File: config.mk
export PLATFORM = sky130hd
export DESIGN_NAME = if_fetch_unit_flat
export DESIGN_NICKNAME = d
export VERILOG_FILES = /design/src/rtl/if_fetch_unit_if.sv /design/src/rtl/if_fetch_unit.sv /design/src/flat_wrapper.sv
export SDC_FILE = /design/constraint.sdc
export NUM_CORES = 1
export LEC_CHECK = 0
export CORE_MARGIN = 4
export CORE_UTILIZATION = 39
export DETAILED_ROUTE_END_ITERATION = 10
export PLACE_DENSITY = 0.82
export SLEW_MARGIN = 20
export SYNTH_ARGS = -nofsm -noshare
export SYNTH_HDL_FRONTEND = slang
export SYNTH_SLANG_ARGS = --single-unit
File: constraint.sdc
create_clock -name clk -period 1.5 [get_ports clk]
set_input_delay 0.3 -clock clk [delete_from_list [all_inputs] [get_ports clk]]
set_output_delay 0.3 -clock clk [all_outputs]
set_load 0.01 [all_outputs]
File: src/rtl/if_fetch_unit_if.sv
// rtl/if_fetch_unit_if.sv - IMEM and decode-side signal bundle for if_fetch_unit
// if_misalign exists only when FETCH_MISALIGN_CHK_EN is defined.
interface if_fetch_unit_if #(
  parameter int bits       = 32,
  parameter int addr_width = 12
);
  logic [addr_width-1:0] imem_addr;
  logic [bits-1:0]       imem_inst;
  logic                  stall;
  logic                  redirect;
  logic [addr_width-1:0] redirect_target;
  logic [addr_width-1:0] if_pc;
  logic [bits-1:0]       if_inst;
  logic                  if_valid;
`ifdef FETCH_MISALIGN_CHK_EN
  logic                  if_misalign;
`endif

  modport master (
    output imem_addr,
    input  imem_inst,
    input  stall,
    input  redirect,
    input  redirect_target,
    output if_pc,
    output if_inst,
`ifdef FETCH_MISALIGN_CHK_EN
    output if_misalign,
`endif
    output if_valid
  );

  modport slave (
    input  imem_addr,
    output imem_inst,
    output stall,
    output redirect,
    output redirect_target,
    input  if_pc,
    input  if_inst,
`ifdef FETCH_MISALIGN_CHK_EN
    input  if_misalign,
`endif
    input  if_valid
  );
endinterface

File: src/rtl/if_fetch_unit.sv
// rtl/if_fetch_unit.sv - PC owner, IMEM read alignment, stall hold buffer and redirect
// Optional FETCH_MISALIGN_CHK_EN adds a registered if_misalign flag on unaligned redirects.
module if_fetch_unit #(
  parameter int                    bits       = 32,
  parameter int                    addr_width = 12,
  parameter logic [addr_width-1:0] RESET_PC   = '0
) (
  input logic             clk,
  input logic             rst,
  if_fetch_unit_if.master bus
);
  localparam logic [addr_width-1:0] PC_STEP    = addr_width'(4);
  localparam logic [addr_width-1:0] ALIGN_MASK = ~addr_width'(3);

  logic [addr_width-1:0] pc_q;
  logic [addr_width-1:0] f_pc_q;
  logic                  f_valid_q;
  logic [bits-1:0]       hold_q;
  logic                  hold_valid_q;
  logic [addr_width-1:0] target_aligned;

  assign target_aligned = bus.redirect_target & ALIGN_MASK;

  // Redirect outranks stall; a stall only captures IMEM data once, on its first edge.
  always_ff @(posedge clk or posedge rst) begin
    if (rst) begin
      pc_q         <= RESET_PC;
      f_pc_q       <= '0;
      f_valid_q    <= 1'b0;
      hold_q       <= '0;
      hold_valid_q <= 1'b0;
    end else if (bus.redirect) begin
      pc_q         <= target_aligned;
      f_pc_q       <= pc_q;
      f_valid_q    <= 1'b0;
      hold_valid_q <= 1'b0;
    end else if (bus.stall) begin
      if (!hold_valid_q) begin
        hold_q       <= bus.imem_inst;
        hold_valid_q <= 1'b1;
      end
    end else begin
      pc_q         <= pc_q + PC_STEP;
      f_pc_q       <= pc_q;
      f_valid_q    <= 1'b1;
      hold_valid_q <= 1'b0;
    end
  end

  assign bus.imem_addr = pc_q;
  assign bus.if_pc     = f_pc_q;
  assign bus.if_valid  = f_valid_q;
  assign bus.if_inst   = hold_valid_q ? hold_q : bus.imem_inst;

`ifdef FETCH_MISALIGN_CHK_EN
  logic misalign_q;

  always_ff @(posedge clk or posedge rst) begin
    if (rst) begin
      misalign_q <= 1'b0;
    end else begin
      misalign_q <= bus.redirect && (bus.redirect_target[1:0] != 2'b00);
    end
  end

  assign bus.if_misalign = misalign_q;
`endif
endmodule

File: src/flat_wrapper.sv
// flat-port wrapper written by rule: the top's interface ports become plain ports
module if_fetch_unit_flat 
#(
  parameter int                    bits       = 32,
  parameter int                    addr_width = 12,
  parameter logic [addr_width-1:0] RESET_PC   = '0
)
  (clk, rst, bus_imem_addr, bus_imem_inst, bus_stall, bus_redirect, bus_redirect_target, bus_if_pc, bus_if_inst, bus_if_valid);
  if_fetch_unit_if #(.bits(bits), .addr_width(addr_width)) bus_i ();
  input logic clk;
  input logic rst;
  output wire logic [$bits(bus_i.imem_addr)-1:0] bus_imem_addr;
  input wire logic [$bits(bus_i.imem_inst)-1:0] bus_imem_inst;
  input wire logic [$bits(bus_i.stall)-1:0] bus_stall;
  input wire logic [$bits(bus_i.redirect)-1:0] bus_redirect;
  input wire logic [$bits(bus_i.redirect_target)-1:0] bus_redirect_target;
  output wire logic [$bits(bus_i.if_pc)-1:0] bus_if_pc;
  output wire logic [$bits(bus_i.if_inst)-1:0] bus_if_inst;
  output wire logic [$bits(bus_i.if_valid)-1:0] bus_if_valid;
  assign bus_imem_addr = bus_i.imem_addr;
  assign bus_i.imem_inst = bus_imem_inst;
  assign bus_i.stall = bus_stall;
  assign bus_i.redirect = bus_redirect;
  assign bus_i.redirect_target = bus_redirect_target;
  assign bus_if_pc = bus_i.if_pc;
  assign bus_if_inst = bus_i.if_inst;
  assign bus_if_valid = bus_i.if_valid;
  if_fetch_unit #(.bits(bits), .addr_width(addr_width), .RESET_PC(RESET_PC)) u_core (.clk(clk), .rst(rst), .bus(bus_i));
endmodule
==> flow_metrics.tcl <==
set metrics [dict create \
    ys_ff_latch 54 \
    drc 0 \
    dieHeight_um 90.3 \
    antenna_cells 0 \
    finalCritPeriodShare 1.15 \
    worst_slack_ns -0.222 \
    portBuffers 98 \
    dpl-instance-area_um2 3770 \
    ys_seq_area_frac 0.511 \
    crit_slowest_cell "dfrtp_1" \
    antenna_left 0 \
    synth_edf_count 0 \
    hold_path.class "primary input to asynchronous set/reset pin" \
    ys_async_sr_fraction 1.00 \
    antenna_found_initial 0 \
    synthDistinctLibCells 31 \
    initial_core_util 0.409 \
    num_vias 2321 \
    path_class "flop to output port" \
    cp_max_fo 7 \
    rsz0062_at_grt "yes" \
    clockBufferDepth 2 \
    slew_viol_final 0 \
    cts_tree "done" \
    die_w_um 90.3 \
    cp_common_cell "buf_6" \
    hpwl_mm 4.70 \
    start_kind "flop" \
    dpl_worst_slack_ns -0.297 \
    row_count 29 \
    cp_data_required_time_ns 1.20 \
    fmax_mhz 581 \
    via_per_inst 4.85 \
    slowest_delay_ns 0.41 \
    ctsHoldBuffers 0 \
    irDropWorstVdd_v 0.000382 \
    die_area_um2 8160 \
    drt-total-wl_mm 7.12 \
    endpoint_kind "output port" \
    synth_top_flop_cell "dfrtp_1" \
    htree_levels 2 \
    grtUsageTotal 0.176 \
    core_um2 6460 \
    fin_util 0.650 \
    grt_max_degree 55 \
    arrival_ns 1.42 \
    p_per_area_nw_per_um2 931 \
    outcome "complete, but fails checks" \
    netlist_area_um2 2640 \
    layout.nets 451 \
    root_buffer "clkbuf_8" \
    setup_viol 32 \
    grt_pass1_vias 2309 \
    grt_remaining_overflow 0 \
    violations "setup timing" \
    yosys_warnings 0 \
    avgSynthCellArea_um2 9.21 \
    first_pass_iters 4 \
    postLayoutCellArea_um2 4200 \
    p_total_mw 3.91 \
    insertion_delay_ns 0.29 \
    clock_sink_count 54 \
    hold_viol 0 \
    place_congestion 0.807 \
    wl_per_cell_um 14.9 \
    drive_above_1_share 0.271 \
    crit_chain "buf_6 > buf_16 > mux2_4 > buf_6" \
    leakage_nw 2.12 \
    cap_violations 0 \
    fin_skew_ns 0.00553 \
    drt_iter0_drc 101 \
    grt_pass1_wl_mm 11.8 \
    period_minus_slack_ns 1.72 \
    cts_buffers 5 \
    syn_to_final_growth_pct 58.7 \
    clk_pin_slew_ns 0.09 \
    netlist_instances 287 \
    pin_count 105 \
]
==> sequential cells by signal, summed over array words and instances (netlist names) <==
name                  flops
u_core.bus.if_pc         10
u_core.bus.imem_addr     10
u_core.hold_q            32
u_core.bus.if_valid       1
u_core.hold_valid_q       1
==> layout by cell type, fill, tap and decap left out, types with 2 or more instances in the layout <==
| cell | count |
|---|---|
| clkdlybuf4s50_1 | 45 |
| nand2_1 | 136 |
| xor2_1 | 3 |
| nand3_1 | 3 |
| clkbuf_8 | 6 |
| nor2b_1 | 5 |
| buf_12 | 5 |
| buf_6 | 35 |
| buf_16 | 2 |
| o21ai_0 | 9 |
| dfrtp_2 | 6 |
| nand4b_1 | 2 |
| conb_1 | 4 |
| buf_4 | 17 |
| dlygate4sd2_1 | 21 |
| dfrtp_1 | 48 |
| mux2_4 | 32 |
| or4_1 | 3 |
| nand4_1 | 2 |
==> Yosys cell counts, types with 2 or more instances <==
library cell | count | area [um^2]
nor2b_1 | 5 | 31.3
xor2_1 | 3 | 26.3
nand4_1 | 2 | 12.5
or4_1 | 3 | 22.5
buf_2 | 14 | 70.1
nand4b_1 | 2 | 17.5
mux2_2 | 31 | 349
inv_1 | 2 | 7.51
buf_4 | 4 | 30.0
o21ai_0 | 9 | 45.0
nand3_1 | 3 | 15.0
nand2_1 | 137 | 514
dfrtp_1 | 54 | 1350
==> layer usage <==
layer	global-route usage	vias up	wire length, um
met3	0.0458	2	321
met5	0	-	0
met2	0.293	60	3570
met4	0.0306	0	21
met1	0.235	1118	3210
li1	-	1141	-
==> final cells by class <==
type | count | area [um^2]
clock inverter | 1 | 30.0
clock buffer | 6 | 82.6
multi-input combinational | 213 | 1300
sequential | 54 | 1360
tap | 77 | 96.3
inverter | 3 | 15.0
timing repair buffer | 125 | 1310
fill | 528 | 2260
==> stage by stage <==
stage,std cells,hold slack [ns],TNS [ns]
after global routing,479,0.445,-8.39
after detailed placement,458,0.455,-11.70
final,479,0.419,-6.72
after floorplan,290,0.368,0
after CTS,480,0.427,-8.11
after global placement,458,0.452,-10.60
==> power breakdown <==
part / internal [mW] / total [mW] / switching, mW
sequential: 1.65 / 1.77 / 0.115
combinational: 0.656 / 1.16 / 0.502
clock: 0.535 / 0.982 / 0.447
total: 2.84 / 3.91 / 1.06
==> final timing paths <==
kind | startpoint | end | depth (start not counted) | slack [ns]
min in group clk | u_core.bus.if_pc[8] | u_core.bus.if_pc[8] | 2 | 0.47
min | rst | u_core.hold_q[8] | 3 | 0.42
max | u_core.hold_valid_q | bus_if_inst[17] | 4 | -0.22
max reg2reg | u_core.hold_valid_q | u_core.hold_q[12] | 7 | 0.04
min reg2reg | u_core.bus.if_pc[8] | u_core.bus.if_pc[8] | 2 | 0.47
max in group asynchronous | rst | u_core.bus.imem_addr[6] | 3 | 0.83
==> kinds of logic after synthesis <==
kind of cell / after synthesis / synth area share
AND/OR/NAND/NOR: 158 / 0.253
flip-flops: 54 / 0.511
multiplexers: 33 / 0.140
buffers and inverters: 23 / 0.0478
AO/OA/AOI/OAI: 13 / 0.0284
XOR/XNOR: 4 / 0.0133
adder cells (fa/ha/maj): 1 / 0.00473
other: 1 / 0.00142
==> timing repair <==
action,4_1_cts,5_1_grt
pin swaps,0,0
buffers inserted,12,1
gates cloned,3,0
endpoints found under the setup margin,53,32
resized for setup,210,17
==> worst max-delay path, delay by kind of cell (launching register included) <==
kind,cells,cell delay (ns)
buf+inv,3,0.41
mux,1,0.31
flops,1,0.41
(Power assumes the default switching activity.)
